===== config.mk =====
export PLATFORM = sky130hd
export DESIGN_NAME = tdoa_collector_flat
export DESIGN_NICKNAME = d
export VERILOG_FILES = /design/src/rtl/tdoa_pkg.sv /design/src/rtl/tdoa_collector_if.sv /design/src/rtl/tdoa_min_finder.sv /design/src/rtl/tdoa_collector.sv /design/src/flat_wrapper.sv
export SDC_FILE = /design/constraint.sdc
export NUM_CORES = 1
export LEC_CHECK = 0
export CORE_UTILIZATION = 40
export DETAILED_ROUTE_END_ITERATION = 6
export SYNTH_ARGS = -nofsm -noshare
export SYNTH_HDL_FRONTEND = slang
export SYNTH_SLANG_ARGS = --single-unit

===== constraint.sdc =====
create_clock -name clk -period 5.2 [get_ports clk]
set_clock_uncertainty 0.1 [all_clocks]
set_input_delay 1.04 -clock clk [delete_from_list [all_inputs] [get_ports clk]]
set_output_delay 1.04 -clock clk [all_outputs]
set_load 0.005 [all_outputs]

===== src/rtl/tdoa_pkg.sv =====
`default_nettype none
// ============================================================================
//  Module      : tdoa_pkg
//  Description : Shared constants for the TDOA collector: timestamp width,
//                parameter defaults, FSM state encoding, index-width helper.
//  Revision    : 1.0 - initial release
// ============================================================================
package tdoa_pkg;

    localparam int unsigned c_TS_W       = 32;
    localparam int unsigned c_N_CH_DEF   = 4;
    localparam int unsigned c_WINDOW_DEF = 32'd50000;

    localparam int unsigned c_ST_W        = 2;
    localparam logic [1:0]  c_ST_IDLE     = 2'd0;
    localparam logic [1:0]  c_ST_COLLECT  = 2'd1;
    localparam logic [1:0]  c_ST_FIND_REF = 2'd2;
    localparam logic [1:0]  c_ST_PUBLISH  = 2'd3;

    // Width of a channel index; never narrower than one bit.
    function automatic int unsigned f_ref_w(input int unsigned n);
        return (n > 1) ? $clog2(n) : 1;
    endfunction

endpackage
`default_nettype wire


===== src/rtl/tdoa_collector_if.sv =====
`default_nettype none
// ============================================================================
//  Module      : tdoa_collector_if
//  Description : Detector-side and result-side signals of the TDOA collector.
//                slave = collector view, master = environment view.
//  Revision    : 1.0 - initial release
// ============================================================================
interface tdoa_collector_if
    import tdoa_pkg::*;
#(
    parameter int unsigned N_CH = c_N_CH_DEF
) ();

    localparam int unsigned c_REF_W = f_ref_w(N_CH);

    logic [N_CH-1:0]        det_valid;
    logic [c_TS_W*N_CH-1:0] det_time;
    logic [N_CH-1:0]        det_ack;
    logic                   out_valid;
    logic                   out_ack;
    logic [N_CH-1:0]        out_mask;
    logic [c_REF_W-1:0]     out_ref;
    logic [c_TS_W*N_CH-1:0] out_delta;

    modport slave (
        input  det_valid, det_time, out_ack,
        output det_ack, out_valid, out_mask, out_ref, out_delta
    );

    modport master (
        output det_valid, det_time, out_ack,
        input  det_ack, out_valid, out_mask, out_ref, out_delta
    );

endinterface
`default_nettype wire


===== src/rtl/tdoa_min_finder.sv =====
`default_nettype none
// ============================================================================
//  Module      : tdoa_min_finder
//  Description : Sequential search for the earliest captured timestamp, one
//                channel per cycle. Strict unsigned less-than while scanning
//                upward makes the lowest index win ties. o_done pulses for one
//                cycle after the last channel has been examined.
//  Revision    : 1.0 - initial release
// ============================================================================
module tdoa_min_finder
    import tdoa_pkg::*;
#(
    parameter int unsigned N_CH = c_N_CH_DEF
) (
    input  logic                         clk,
    input  logic                         rst,
    input  logic                         i_start,
    input  logic [N_CH-1:0]              i_mask,
    input  logic [c_TS_W*N_CH-1:0]       i_time,
    output logic [f_ref_w(N_CH)-1:0]     o_ref,
    output logic                         o_done
);

    localparam int unsigned          c_REF_W    = f_ref_w(N_CH);
    localparam logic [c_REF_W-1:0]   c_LAST_IDX = c_REF_W'(N_CH - 1);

    logic                r_busy;
    logic                r_found;
    logic                r_done;
    logic [c_REF_W-1:0]  r_idx;
    logic [c_REF_W-1:0]  r_ref;
    logic [c_TS_W-1:0]   r_best;

    logic [c_TS_W-1:0]   w_cur_time;
    logic                w_take;

    assign w_cur_time = i_time[r_idx * c_TS_W +: c_TS_W];
    assign w_take     = r_busy && i_mask[r_idx] && (!r_found || (w_cur_time < r_best));

    // Scan state: restart on i_start, step one channel per cycle while busy.
    always_ff @(posedge clk) begin
        if (rst) begin
            r_busy  <= 1'b0;
            r_found <= 1'b0;
            r_done  <= 1'b0;
            r_idx   <= '0;
            r_ref   <= '0;
            r_best  <= '0;
        end else begin
            r_done <= 1'b0;
            if (i_start) begin
                r_busy  <= 1'b1;
                r_found <= 1'b0;
                r_idx   <= '0;
            end else if (r_busy) begin
                if (w_take) begin
                    r_best  <= w_cur_time;
                    r_ref   <= r_idx;
                    r_found <= 1'b1;
                end
                if (r_idx == c_LAST_IDX) begin
                    r_busy <= 1'b0;
                    r_done <= 1'b1;
                end else begin
                    r_idx <= r_idx + 1'b1;
                end
            end
        end
    end

    assign o_ref  = r_ref;
    assign o_done = r_done;

endmodule
`default_nettype wire


===== src/rtl/tdoa_collector.sv =====
`default_nettype none
// ============================================================================
//  Module      : tdoa_collector
//  Description : Collects one timestamp per detector channel into a round,
//                closes the round when every channel is in or the window
//                expires, finds the earliest channel and publishes all
//                delays relative to it until the consumer acknowledges.
//  Revision    : 1.0 - initial release
// ============================================================================
module tdoa_collector
    import tdoa_pkg::*;
#(
    parameter int unsigned N_CH   = c_N_CH_DEF,
    parameter int unsigned WINDOW = c_WINDOW_DEF
) (
    input  logic            clk,
    input  logic            rst,
    tdoa_collector_if.slave bus
);

    localparam int unsigned        c_REF_W    = f_ref_w(N_CH);
    localparam logic [c_TS_W-1:0]  c_WIN_LAST = c_TS_W'(WINDOW - 1);

    logic [c_ST_W-1:0]       r_state;
    logic [c_ST_W-1:0]       w_next_state;

    logic [N_CH-1:0]         r_armed;
    logic [N_CH-1:0]         r_captured;
    logic [N_CH-1:0]         r_det_ack;
    logic [c_TS_W*N_CH-1:0]  r_time;
    logic [c_TS_W-1:0]       r_win_cnt;

    logic                    r_out_valid;
    logic [N_CH-1:0]         r_out_mask;
    logic [c_REF_W-1:0]      r_out_ref;
    logic [c_TS_W*N_CH-1:0]  r_out_delta;

    logic [N_CH-1:0]         w_cap;
    logic                    w_any_cap;
    logic                    w_close;
    logic                    w_cap_en;
    logic                    w_win_load;
    logic                    w_win_inc;
    logic                    w_start_find;
    logic                    w_load_out;
    logic                    w_round_end;
    logic [c_REF_W-1:0]      w_find_ref;
    logic                    w_find_done;
    logic [c_TS_W-1:0]       w_ref_time;
    logic [c_TS_W*N_CH-1:0]  w_delta;

    // A channel is taken only once per valid assertion: it must have been
    // seen low (armed) and not already be part of the current round.
    assign w_cap     = {N_CH{w_cap_en}} & bus.det_valid & r_armed & ~r_captured;
    assign w_any_cap = |w_cap;
    assign w_close   = (&r_captured) || (r_win_cnt == c_WIN_LAST);

    // State register.
    always_ff @(posedge clk) begin
        if (rst) begin
            r_state <= c_ST_IDLE;
        end else begin
            r_state <= w_next_state;
        end
    end

    // Next-state logic.
    always_comb begin
        w_next_state = r_state;
        case (r_state)
            c_ST_IDLE:     if (w_any_cap)   w_next_state = c_ST_COLLECT;
            c_ST_COLLECT:  if (w_close)     w_next_state = c_ST_FIND_REF;
            c_ST_FIND_REF: if (w_find_done) w_next_state = c_ST_PUBLISH;
            c_ST_PUBLISH:  if (bus.out_ack) w_next_state = c_ST_IDLE;
            default:                        w_next_state = c_ST_IDLE;
        endcase
    end

    // State decode into datapath controls.
    always_comb begin
        w_cap_en     = 1'b0;
        w_win_load   = 1'b0;
        w_win_inc    = 1'b0;
        w_start_find = 1'b0;
        w_load_out   = 1'b0;
        w_round_end  = 1'b0;
        case (r_state)
            c_ST_IDLE: begin
                w_cap_en   = 1'b1;
                w_win_load = w_any_cap;
            end
            c_ST_COLLECT: begin
                w_cap_en     = 1'b1;
                w_win_inc    = 1'b1;
                w_start_find = w_close;
            end
            c_ST_FIND_REF: w_load_out  = w_find_done;
            c_ST_PUBLISH:  w_round_end = bus.out_ack;
            default: ;
        endcase
    end

    // Per-channel arming, capture bookkeeping, timestamp store and ack pulse.
    always_ff @(posedge clk) begin
        if (rst) begin
            r_armed    <= '0;
            r_captured <= '0;
            r_det_ack  <= '0;
            r_time     <= '0;
        end else begin
            r_det_ack <= w_cap;
            r_armed   <= (r_armed & ~w_cap) | ~bus.det_valid;
            if (w_round_end) begin
                r_captured <= '0;
            end else begin
                r_captured <= r_captured | w_cap;
            end
            for (int i = 0; i < int'(N_CH); i++) begin
                if (w_cap[i]) begin
                    r_time[i*c_TS_W +: c_TS_W] <= bus.det_time[i*c_TS_W +: c_TS_W];
                end
            end
        end
    end

    // Window counter: zero on the opening capture, counts through COLLECT.
    always_ff @(posedge clk) begin
        if (rst) begin
            r_win_cnt <= '0;
        end else if (w_win_load) begin
            r_win_cnt <= '0;
        end else if (w_win_inc) begin
            r_win_cnt <= r_win_cnt + 1'b1;
        end
    end

    tdoa_min_finder #(
        .N_CH (N_CH)
    ) u_min_finder (
        .clk     (clk),
        .rst     (rst),
        .i_start (w_start_find),
        .i_mask  (r_captured),
        .i_time  (r_time),
        .o_ref   (w_find_ref),
        .o_done  (w_find_done)
    );

    // Delays relative to the reference, modulo 2^32; absent channels read 0.
    always_comb begin
        w_ref_time = r_time[w_find_ref * c_TS_W +: c_TS_W];
        w_delta    = '0;
        for (int i = 0; i < int'(N_CH); i++) begin
            if (r_captured[i]) begin
                w_delta[i*c_TS_W +: c_TS_W] = r_time[i*c_TS_W +: c_TS_W] - w_ref_time;
            end
        end
    end

    // Result registers: loaded once at the end of the search, held until ack.
    always_ff @(posedge clk) begin
        if (rst) begin
            r_out_valid <= 1'b0;
            r_out_mask  <= '0;
            r_out_ref   <= '0;
            r_out_delta <= '0;
        end else if (w_load_out) begin
            r_out_valid <= 1'b1;
            r_out_mask  <= r_captured;
            r_out_ref   <= w_find_ref;
            r_out_delta <= w_delta;
        end else if (w_round_end) begin
            r_out_valid <= 1'b0;
        end
    end

    assign bus.det_ack   = r_det_ack;
    assign bus.out_valid = r_out_valid;
    assign bus.out_mask  = r_out_mask;
    assign bus.out_ref   = r_out_ref;
    assign bus.out_delta = r_out_delta;

endmodule
`default_nettype wire


===== src/flat_wrapper.sv =====
// flat-port wrapper written by rule: the top's interface ports become plain ports
module tdoa_collector_flat import tdoa_pkg::*;
#(
    parameter int unsigned N_CH   = c_N_CH_DEF,
    parameter int unsigned WINDOW = c_WINDOW_DEF
)
  (clk, rst, bus_det_valid, bus_det_time, bus_out_ack, bus_det_ack, bus_out_valid, bus_out_mask, bus_out_ref, bus_out_delta);
  tdoa_collector_if #(.N_CH(N_CH)) bus_i ();
  input  logic clk;
  input  logic rst;
  input wire logic [$bits(bus_i.det_valid)-1:0] bus_det_valid;
  input wire logic [$bits(bus_i.det_time)-1:0] bus_det_time;
  input wire logic [$bits(bus_i.out_ack)-1:0] bus_out_ack;
  output wire logic [$bits(bus_i.det_ack)-1:0] bus_det_ack;
  output wire logic [$bits(bus_i.out_valid)-1:0] bus_out_valid;
  output wire logic [$bits(bus_i.out_mask)-1:0] bus_out_mask;
  output wire logic [$bits(bus_i.out_ref)-1:0] bus_out_ref;
  output wire logic [$bits(bus_i.out_delta)-1:0] bus_out_delta;
  assign bus_i.det_valid = bus_det_valid;
  assign bus_i.det_time = bus_det_time;
  assign bus_i.out_ack = bus_out_ack;
  assign bus_det_ack = bus_i.det_ack;
  assign bus_out_valid = bus_i.out_valid;
  assign bus_out_mask = bus_i.out_mask;
  assign bus_out_ref = bus_i.out_ref;
  assign bus_out_delta = bus_i.out_delta;
  tdoa_collector #(.N_CH(N_CH), .WINDOW(WINDOW)) u_core (.clk(clk), .rst(rst), .bus(bus_i));
endmodule

# Word level (Yosys, flattened, before mapping)
# Index checks and enable logic that the tools add are counted.
# op_classes
n_addsub	6
n_lt_le_gt_ge	2
eq_ne	9
shift	2
mux	23
bitwise	12
reduce_logical	18
# ops
op	n
$shiftx A128 B8 Y32	2
$mux W32	4
$sub A32 B32 Y32	4
$add A32 B1 Y32 const B	1
$eq A32 B16 Y1 const B	1
$lt A32 B32 Y1	1
$and A4 B4 Y4	4
$mux W1	13
$not A4 Y4	3
$mux W2	4
$or A4 B4 Y4	2
$pmux W2 S4	1
$reduce_and A4 Y1	2
$reduce_or A2 Y1	4
$eq A2 B2 Y1 const B	3
$ne A2 B1 Y1 const B	2
$ne A2 B2 Y1 const B	2
$reduce_and A2 Y1	2
$reduce_or A4 Y1	1
$lt A2 B3 Y1 const B	1
$not A1 Y1	3
$reduce_and A3 Y1	1
$reduce_or A3 Y1	1
$add A2 B1 Y2 const B	1
7 further kinds	9
# word_totals
ff_bits	348
in_bits	135
out_inout_bits	139
elab_cells	91

# Longest topological paths before layout
# Gate-level depths: netlist of the first run.
# logic_depth
word_depth	9
depth_mapped	16
mapped_depth_nobuf	14

# Cells and area by module
# A second synthesis of the first run with hierarchy kept.
# hier_totals
hier_cells	2521
hier_area_um2	21131.5
# by_module_without_submodules
module	n_inst	cells_per_inst	area_each_um2	seq_area_each_um2
tdoa_collector	1	2191	18026.0	6185.9
tdoa_min_finder	1	330	3105.5	780.7

# Worst setup path before layout of the first run
# Ideal clock, no wire load.
# synth_path
path_kind	reg2reg
start	register u_core.u_min_finder.r_ref[1], in the netlist u_core.u_min_finder.o_ref[1]
end	register u_core.r_out_delta[62], in the netlist u_core.bus.out_delta[62]
setup_time_ns	0.117
arrival_time_ns	4.266
required_time_ns	4.983
slack_ns	0.717
path_stages_with_launch	17
path_buffers	2
period_less_slack_ns	4.483
cell_sequence	dfxtp_1 -> clkbuf_1 -> buf_1 -> mux4_2 -> ha_1 -> inv_1 -> fa_1 -> a21oi_2 -> nor2_1 -> o31a_4 -> o311ai_4 -> o311ai_2 -> a2111oi_4 -> or4b_4 -> a211oi_1 -> or4_1 -> a32o_1
# synth_between
elab_chain_len	3
# synth_lines
item	line	text
start, declared	tdoa_min_finder.sv:31	logic [c_REF_W-1:0] r_ref;
start signal, assigned	tdoa_min_finder.sv:58	r_ref <= r_idx;
$shiftx A128 B8 Y32	tdoa_collector.sv:151	w_ref_time = r_time[w_find_ref * c_TS_W +: c_TS_W];
$sub A32 B32 Y32	tdoa_collector.sv:155	w_delta[i*c_TS_W +: c_TS_W] = r_time[i*c_TS_W +: c_TS_W] - w_ref_time;
$mux W32	tdoa_collector.sv:154	if (r_captured[i]) begin
end signal, assigned	tdoa_collector.sv:171	r_out_delta <= w_delta;
end, declared	tdoa_collector.sv:36	logic [c_TS_W*N_CH-1:0] r_out_delta;
# Every way passes these cells.
# A chain may end at the register's enable or synchronous reset.

# Worst setup path in the final report of the first run
# Ends and elaborated chain as after synthesis.

==> impl_results.md, run 1 <==
* Sum of negative setup slack at 0 ps
* Final wirelength at 72.82 mm
* Class of the tightest hold or removal check: reg -> reg
* Number of design rule violations left after detail routing at 0
* Total CTS buffers at 41
* Number of distinct library cells after synthesis at 71
* Root Buffer: sky130_fd_sc_hd__clkbuf_16
* Post-Route Utilization at 50.16%
* Top-area cell type share of the netlist area at 34.26%
* Die Footprint at 51740 µm²
* Dominant cells by area after synthesis: sky130_fd_sc_hd__dfxtp_1 (34%), sky130_fd_sc_hd__ha_1 (9.9%), sky130_fd_sc_hd__nand2_1 (7.6%)
* Setup Crit Path Kind: reg -> reg
* CTS sink cnt at 348
* Worst Min Path Start: u_core.bus.out_delta[35]
* Total of warnings raised by yosys at 0
* Critical path peak fanout at 9
* Number of DRC violations after detailed-routing iteration 0 at 1389
* Non-filler instance count after layout at 3358
* Layout cell share with drive strength beyond 1 at 7.372%
* Hold-fix buffers, CTS at 0
* Clock latency on the worst-skew pair at 570 ps
* Number of synthesized register bits at 348
* Die outline width at 227.5 µm
* Half-perimeter wire length of the detailed placement result at 55.80 mm
* Pre-CTS setup slack at 769.4 ps
* Biggest area consumer among synthesized cells: sky130_fd_sc_hd__dfxtp_1
* Net count of the mapped netlist at 2712
* Period utilisation layout at 86.63%
* Final Max Tran Viols at 0
* Maximum number of pins on one net before global-route repair at 91
* Required time of the critical path at 5570 ps
* Final Hold Fails at 0
* Num ports at 274
* Residual overflow from global routing at 0
* Post-DR wirelength/cell at 21.69 µm
* Number of inserted filler cells in the final layout at 4759
* Antenna violations before repair at 0
* Std cell rows at 82
* Area overhead of the layout relative to synthesis at 23.78%
* Initial core utilization at 40.53%
* Clock input transition at the sequential cells of the worst setup and hold paths at 60 ps
* Critical path launch point type: flip-flop
* Gr usage total at 27.98%
* EDFF count, synth at 0
* Fraction of registers with async set or reset after synthesis at 0%
* First-pass DRT Iterations at 5
* Max Buffers Root-to-Sink at 3
* Shortest period the worst path allows at 4505 ps
* Arrival time at the worst endpoint at 4870 ps
* Total of max-cap violations at 0
* Kind of end point of the critical path: flip-flop
* Buffers on Ports at 273
* CORE AREA at 50170 µm²
* Unrepaired setup endpoints after global routing: no
* Critical register-to-register path startpoint: u_core.u_min_finder.o_ref[1]
* Fmax at 222.0 MHz
* Drt via density at 5.611
* Slew HR at 23.34%
* Worst Setup Slack, final at 695.1 ps
* Global-route wire length before repair at 109.3 mm
* Overall Power at 9.881 mW
* Sequential cell area fraction in the yosys report at 34.26%
* Final weighted congestion in routability-driven placement at 0.9881
* Primary FF master, synth: sky130_fd_sc_hd__dfxtp_1
* H-tree depth at 2
* Worst voltage drop across the vdd grid at 231.9 µV
* Via count at 18840
* Die height at 227.5 µm
* Cell Pwr Density at 392.6 nW/µm²
* Mean cell area of the mapped netlist at 8.430 µm²
* Mapped Area at 20330 µm²
* Via count of the first global-routing pass at 18490
* Final setup violating endpoints at 0
* Cells after synthesis at 2412
* Leakage at 9.517 nW
* Post-layout nets at 2954
* Actual slew at the worst max-slew pin at 1141 ps
* Outcome: completed
* TritonCTS clock tree: yes
* Post-CTS setup buffer count at 0
* Cells after DPL at 3283
* Number of nets still failing antenna checks after routing at 0
* Cells resized by post-CTS repair at 0
* Antenna diodes at 0
* Critical Path Source: u_core.u_min_finder.o_ref[1]
[worst max-delay path, cell delays in order, from the launching register on]
cell	delay (ps)
sky130_fd_sc_hd__dfxtp_2	540
sky130_fd_sc_hd__buf_4	290
sky130_fd_sc_hd__buf_4	180
sky130_fd_sc_hd__mux4_2	490
sky130_fd_sc_hd__inv_1	140
sky130_fd_sc_hd__ha_1	300
sky130_fd_sc_hd__a21o_1	180
sky130_fd_sc_hd__a21oi_1	190
sky130_fd_sc_hd__o21ai_0	160
sky130_fd_sc_hd__a211oi_2	280
sky130_fd_sc_hd__o311ai_2	220
sky130_fd_sc_hd__a2111oi_4	400
sky130_fd_sc_hd__or4b_4	210
sky130_fd_sc_hd__a211oi_1	70
sky130_fd_sc_hd__or4_1	410
sky130_fd_sc_hd__a32o_1	250
[synthesized netlist by cell type, types with 5 or more instances]
master,count
sky130_fd_sc_hd__nand2_1,412
sky130_fd_sc_hd__dfxtp_1,348
sky130_fd_sc_hd__a21oi_1,276
sky130_fd_sc_hd__nor2_1,200
sky130_fd_sc_hd__ha_1,161
sky130_fd_sc_hd__o21ai_0,111
sky130_fd_sc_hd__inv_1,109
sky130_fd_sc_hd__clkbuf_1,93
sky130_fd_sc_hd__xor2_1,70
sky130_fd_sc_hd__a21o_1,67
sky130_fd_sc_hd__xnor2_1,66
sky130_fd_sc_hd__mux4_2,65
sky130_fd_sc_hd__a22oi_1,54
sky130_fd_sc_hd__nand3_1,45
sky130_fd_sc_hd__mux2i_1,36
sky130_fd_sc_hd__nor3_1,27
sky130_fd_sc_hd__nand4_1,22
sky130_fd_sc_hd__nor2b_1,19
sky130_fd_sc_hd__o21a_1,17
sky130_fd_sc_hd__nand2b_1,15
sky130_fd_sc_hd__o21bai_1,14
sky130_fd_sc_hd__a211oi_1,13
sky130_fd_sc_hd__and3_1,12
sky130_fd_sc_hd__o211ai_1,12
sky130_fd_sc_hd__nor4_1,10
sky130_fd_sc_hd__o31ai_1,10
sky130_fd_sc_hd__or3_1,10
sky130_fd_sc_hd__a31oi_1,9
sky130_fd_sc_hd__buf_1,9
sky130_fd_sc_hd__and2_1,7
sky130_fd_sc_hd__and4_1,7
sky130_fd_sc_hd__a21boi_0,5
sky130_fd_sc_hd__a31o_2,5
sky130_fd_sc_hd__a32o_1,5
[layout by cell type, fill, tap and decap left out, types with 5 or more instances in the layout]
cell type / count
sky130_fd_sc_hd__a211oi_1: 13
sky130_fd_sc_hd__a21boi_0: 5
sky130_fd_sc_hd__a21o_1: 67
sky130_fd_sc_hd__a21oi_1: 276
sky130_fd_sc_hd__a22oi_1: 54
sky130_fd_sc_hd__a31o_2: 5
sky130_fd_sc_hd__a31oi_1: 9
sky130_fd_sc_hd__a32o_1: 5
sky130_fd_sc_hd__and2_1: 7
sky130_fd_sc_hd__and3_1: 12
sky130_fd_sc_hd__and4_1: 7
sky130_fd_sc_hd__buf_4: 33
sky130_fd_sc_hd__clkbuf_1: 6
sky130_fd_sc_hd__clkbuf_16: 43
sky130_fd_sc_hd__clkbuf_8: 11
sky130_fd_sc_hd__clkdlybuf4s50_1: 272
sky130_fd_sc_hd__clkinv_2: 6
sky130_fd_sc_hd__dfxtp_1: 346
sky130_fd_sc_hd__ha_1: 161
sky130_fd_sc_hd__inv_1: 109
sky130_fd_sc_hd__mux2i_1: 36
sky130_fd_sc_hd__mux4_2: 65
sky130_fd_sc_hd__nand2_1: 411
sky130_fd_sc_hd__nand2b_1: 15
sky130_fd_sc_hd__nand3_1: 45
sky130_fd_sc_hd__nand4_1: 22
sky130_fd_sc_hd__nor2_1: 192
sky130_fd_sc_hd__nor2b_1: 19
sky130_fd_sc_hd__nor3_1: 26
sky130_fd_sc_hd__nor4_1: 10
sky130_fd_sc_hd__o211ai_1: 12
sky130_fd_sc_hd__o21a_1: 17
sky130_fd_sc_hd__o21ai_0: 111
sky130_fd_sc_hd__o21bai_1: 14
sky130_fd_sc_hd__o31ai_1: 10
sky130_fd_sc_hd__or3_1: 10
sky130_fd_sc_hd__xnor2_1: 66
sky130_fd_sc_hd__xor2_1: 70
[flip-flops by register name, indices dropped and copies added, names as in the netlist, 4 cells and up]
register	count
u_core.bus.out_delta	128
u_core.bus.out_mask	4
u_core.r_win_cnt	32
u_core.r_captured	4
u_core.r_time	128
u_core.r_armed	4
u_core.bus.det_ack	4
u_core.u_min_finder.r_best	32
[kinds of logic after synthesis]
logic type	count (synthesis)	synth area share, %
mux	101	8.972
xor+xnor	136	5.858
fa+ha+maj	165	10.30
flops	348	34.26
compound gates	647	19.73
simple gates	799	16.82
buf+inv	216	4.055
[routing by layer]
layer	track usage (%)	up-vias	wire length, µm
met5	0	-	0
met4	12.41	0	3105
met3	2.723	149	3539
met2	47.39	677	34420
met1	36.03	8986	31760
li1	-	9029	-
[power by group]
part           leakage (nW)  switching, mW  total [mW]  internal [mW]
clock network         0.668           1.22        2.93           1.71
registers              2.81          0.158        2.93           2.77
logic                  6.03           2.38        4.02           1.64
[metrics by stage]
stage	hold WS (ps)	area, µm²
2_1_floorplan	341.9	20330
3_5_place_dp	347.0	23800
4_1_cts	358.2	25170
3_3_place_gp	341.7	23800
6_report	353.1	25170
5_1_grt	376.5	25170
[worst paths after layout]
kind / to / slack [ps] / depth (start not counted)
setup / recovery: u_core.bus.out_delta[62] / 700 / 15
hold / removal: u_core.bus.out_delta[35] / 350 / 2
setup reg to reg: u_core.bus.out_delta[62] / 700 / 15
hold reg to reg: u_core.bus.out_delta[35] / 350 / 2
[area by class of cell]
cell class / instances / area (µm²) / share of cell area (%)
multi-input cells: 1848 / 12590 / 50.04
flip-flops and latches: 348 / 6969 / 27.69
repair buffers: 306 / 2984 / 11.86
clock buffers: 59 / 1236 / 4.912
well taps: 672 / 840.8 / 3.341
inverters: 109 / 409.1 / 1.626
clock inverters: 16 / 133.9 / 0.5320
(Power assumes the default switching activity.)
==> inputs of run 2 (changes only) <==
- CORE_MARGIN: unset -> 2
- CTS_CLUSTER_SIZE: unset -> 12
- SYNTH_HIERARCHICAL: unset -> 1
==> impl_results.md, run 2 <==
* Outcome: completed (unchanged)
* Critical register-to-register path startpoint: u_core/u_min_finder/o_ref[1] (was u_core.u_min_finder.o_ref[1])
* Num ports at 274 (unchanged)
* Biggest area consumer among synthesized cells: sky130_fd_sc_hd__dfxtp_1 (unchanged)
* Unrepaired setup endpoints after global routing: no (unchanged)
* CTS sink cnt at 348 (unchanged)
* Final weighted congestion in routability-driven placement at 0.9309 (was 0.9881)
* Half-perimeter wire length of the detailed placement result at 57.49 mm (was 55.80 mm)
* Arrival time at the worst endpoint at 4800 ps (was 4870 ps)
* Actual slew at the worst max-slew pin at 1130 ps (was 1141 ps)
* Number of inserted filler cells in the final layout at 5014 (was 4759)
* Final wirelength at 74.69 mm (was 72.82 mm)
* Reg-to-reg setup timing slack at 720 ps (was 700 ps)
* Clock input transition at the sequential cells of the worst setup and hold paths at 60 ps (about the same)
* Antenna violations before repair at 1 (was 0)
* Cells after synthesis at 2521 (was 2412)
* Shortest period the worst path allows at 4481 ps (was 4505 ps)
* Post-DR wirelength/cell at 21.66 µm (was 21.69 µm)
* Critical Path Source: u_core/u_min_finder/o_ref[1] (was u_core.u_min_finder.o_ref[1])
* Leakage at 9.903 nW (was 9.517 nW)
* Std cell rows at 84 (was 82)
* Int Pwr at 6.120 mW (was 6.123 mW)
* Net count of the mapped netlist at 2853 (was 2712)
* Gr usage total at 26.51% (was 27.98%)
* Slew HR at 24.60% (was 23.34%)
* Die Footprint at 54680 µm² (was 51740 µm²)
* CORE AREA at 52450 µm² (was 50170 µm²)
* Number of nets still failing antenna checks after routing at 0 (unchanged)
* Via count of the first global-routing pass at 18620 (was 18490)
* Relative contribution of the clock network to total power at 28.7% (was 29.7%)
* Critical path launch point type: flip-flop (unchanged)
* Critical path peak fanout at 18 (was 9)
* Number of DRC violations after detailed-routing iteration 0 at 1669 (was 1389)
* Most common cell after layout, fill and taps aside: sky130_fd_sc_hd__nand2_1 (unchanged)
* Residual overflow from global routing at 0 (unchanged)
* Most heavily used metal layer in global routing: met2 (unchanged)
* Cells on Worst Hold Path at 2 (unchanged)
* H-tree depth at 2 (unchanged)
* Pre-CTS setup slack at 759.5 ps (was 769.4 ps)
* Setup crit end: u_core/bus.out_delta[28] (was u_core.bus.out_delta[62])
* Class of the tightest hold or removal check: reg -> reg (unchanged)
* Fraction of power consumed by combinational cells at 41.8% (was 40.7%)
* Number of design rule violations left after detail routing at 0 (unchanged)
* Hold-fix buffers, CTS at 0 (unchanged)
* Antenna diodes at 0 (unchanged)
* Total of max-cap violations at 0 (unchanged)
* Overall Power at 10.01 mW (was 9.881 mW)
* Initial core utilization at 40.29% (was 40.53%)
* Hold_ws at 346.9 ps (was 353.1 ps)
* Global-route met3 utilization at 4.450% (was 2.723%)
* Final Hold Fails at 0 (unchanged)
* Cells resized by post-CTS repair at 0 (unchanged)
* Cells after DPL at 3375 (was 3283)
* Required time of the critical path at 5520 ps (was 5570 ps)
* Setup Crit Path Kind: reg -> reg (unchanged)
* Period utilisation layout at 86.17% (was 86.63%)
* Sequential cell area fraction in the yosys report at 32.97% (was 34.26%)
* Via count at 19630 (was 18840)
* Final Max Tran Viols at 0 (unchanged)
* Final setup violating endpoints at 0 (unchanged)
* Most used cells in the layout excluding fill and tap cells: sky130_fd_sc_hd__nand2_1 (422), sky130_fd_sc_hd__dfxtp_1 (346), sky130_fd_sc_hd__a21oi_1 (301) (was sky130_fd_sc_hd__nand2_1 (411), sky130_fd_sc_hd__dfxtp_1 (346), sky130_fd_sc_hd__a21oi_1 (276))
* Switching power at 3.892 mW (was 3.758 mW)
* Max Buffers Root-to-Sink at 3 (unchanged)
* Met1 routing resource usage after global routing at 37.49% (was 36.03%)
* Buffers on Ports at 273 (unchanged)
* Mean cell area of the mapped netlist at 8.382 µm² (was 8.430 µm²)
* Root Buffer: sky130_fd_sc_hd__clkbuf_16 (unchanged)
* Cell Pwr Density at 389.8 nW/µm² (was 392.6 nW/µm²)
* R2r worst-path depth at 14 (was 15)
* Maximum number of pins on one net before global-route repair at 104 (was 91)
* TritonCTS clock tree: yes (unchanged)
* Post-CTS setup buffer count at 0 (unchanged)
* GR Layer Usage met2 at 42.62% (was 47.39%)
* Global-route wire length before repair at 110.3 mm (was 109.3 mm)
* Dominant cells by area after synthesis: sky130_fd_sc_hd__dfxtp_1 (33%), sky130_fd_sc_hd__ha_1 (11%), sky130_fd_sc_hd__nand2_1 (7.5%) (was sky130_fd_sc_hd__dfxtp_1 (34%), sky130_fd_sc_hd__ha_1 (9.9%), sky130_fd_sc_hd__nand2_1 (7.6%))
* Drt via density at 5.692 (was 5.611)
* Fmax at 223.2 MHz (was 222.0 MHz)
* Fraction of registers with async set or reset after synthesis at 0% (unchanged)
* Primary FF master, synth: sky130_fd_sc_hd__dfxtp_1 (unchanged)
* Post-layout nets at 3062 (was 2954)
* Most numerous cell types in the synthesized netlist: sky130_fd_sc_hd__nand2_1 (423), sky130_fd_sc_hd__dfxtp_1 (348), sky130_fd_sc_hd__a21oi_1 (302), sky130_fd_sc_hd__ha_1 (193), sky130_fd_sc_hd__nor2_1 (168) (was sky130_fd_sc_hd__nand2_1 (412), sky130_fd_sc_hd__dfxtp_1 (348), sky130_fd_sc_hd__a21oi_1 (276), sky130_fd_sc_hd__nor2_1 (200), sky130_fd_sc_hd__ha_1 (161))
* Die height at 233.8 µm (was 227.5 µm)
* Seq pwr share at 29.5% (was 29.6%)
* Layout cell share with drive strength beyond 1 at 7.135% (was 7.372%)
* Total of warnings raised by yosys at 6 (was 0)
* Clock latency on the worst-skew pair at 580 ps (was 570 ps)
* EDFF count, synth at 0 (unchanged)
* Die outline width at 233.8 µm (was 227.5 µm)
* Number of distinct library cells after synthesis at 87 (was 71)
* Area overhead of the layout relative to synthesis at 21.55% (was 23.78%)
* First-pass DRT Iterations at 6 (was 5)
* Number of synthesized register bits at 348 (unchanged)
* Worst Setup Slack, final at 719.0 ps (was 695.1 ps)
* Mapped Area at 21130 µm² (was 20330 µm²)
* Total CTS buffers at 41 (unchanged)
* Non-filler instance count after layout at 3449 (was 3358)
* Worst voltage drop across the vdd grid at 241.7 µV (was 231.9 µV)
* Kind of end point of the critical path: flip-flop (unchanged)
* Library cell with the highest instance count after synthesis: sky130_fd_sc_hd__nand2_1 (unchanged)
* Worst reg2reg endpoint: u_core/bus.out_delta[28] (was u_core.bus.out_delta[62])
* Sum of negative setup slack at 0 ps (unchanged)
* Top-area cell type share of the netlist area at 32.97% (was 34.26%)
* Fraction of power spent switching nets at 38.87% (was 38.03%)
## run 2: cell type report
class / instances / area [µm²] / area share (%)
multi-input combinational: 1939 / 13220 / 51.47
clock inverter: 17 / 162.7 / 0.6333
clock buffer: 57 / 1167 / 4.545
timing repair buffer: 295 / 2912 / 11.34
sequential: 348 / 6969 / 27.13
inverter: 105 / 394.1 / 1.534
tap: 688 / 860.8 / 3.352
## run 2: cell families (layout without fill, tap and decap cells)
logic type / after synthesis / after routing / share of synthesized area (%)
simple gates: 818 / 818 / 16.86
compound gates: 710 / 710 / 20.62
flops: 348 / 348 / 32.97
buf+inv: 234 / 474 / 4.624
fa+ha+maj: 197 / 197 / 11.81
xor+xnor: 146 / 146 / 6.051
mux: 68 / 68 / 7.070
## run 2: through the flow
step           util (%)  cell area, µm²
2_1_floorplan         -           21130
3_3_place_gp      46.44           24350
3_5_place_dp      46.44           24350
4_1_cts           48.97           25680
5_1_grt           48.97           25680
6_report          48.97           25680
## run 2: power groups by stage
| stage | logic, mW | clock network (mW) | registers (mW) |
|---|---|---|---|
| 6_report | 4.19 | 2.87 | 2.95 |
| 5_1_grt | 4.51 | 3.05 | 2.96 |
| 4_1_cts | 4.13 | 2.93 | 2.94 |
| 3_5_place_dp | 4.10 | 0 | 3.00 |
| 3_3_place_gp | 4.11 | 0 | 3.00 |
| 2_1_floorplan | 3.01 | 0 | 2.91 |
## run 2: layer usage
metal  part of all wire, %  routed length, µm
met1                    45              33880
met2                    46              34020
met3                   7.4               5518
met4                   1.7               1270
met5                 0.017                 13
## run 2: critical path, cell delays in order (launching register included)
cell                       delay, ps
sky130_fd_sc_hd__dfxtp_2         690
sky130_fd_sc_hd__buf_4           430
sky130_fd_sc_hd__mux4_2          540
sky130_fd_sc_hd__inv_1           250
sky130_fd_sc_hd__ha_1            380
sky130_fd_sc_hd__and3_1          280
sky130_fd_sc_hd__a221oi_1        270
sky130_fd_sc_hd__o21bai_1        110
sky130_fd_sc_hd__a211oi_2        300
sky130_fd_sc_hd__o41ai_1         160
sky130_fd_sc_hd__a21oi_1         270
sky130_fd_sc_hd__o21ai_1         110
sky130_fd_sc_hd__a21oi_1         180
sky130_fd_sc_hd__xor2_1          170
sky130_fd_sc_hd__o21ai_1          70
## run 2: how the worst min path moves through the flow
stage	start	endpoint
floorplan	u_core/bus.out_delta[29]	u_core/bus.out_delta[29]
global placement	u_core/bus.out_delta[63]	u_core/bus.out_delta[63]
detailed placement	u_core/bus.out_delta[63]	u_core/bus.out_delta[63]
CTS	u_core/bus.out_delta[63]	u_core/bus.out_delta[63]
global route	u_core/bus.out_delta[20]	u_core/bus.out_delta[20]
finish	u_core/bus.out_delta[29]	u_core/bus.out_delta[29]
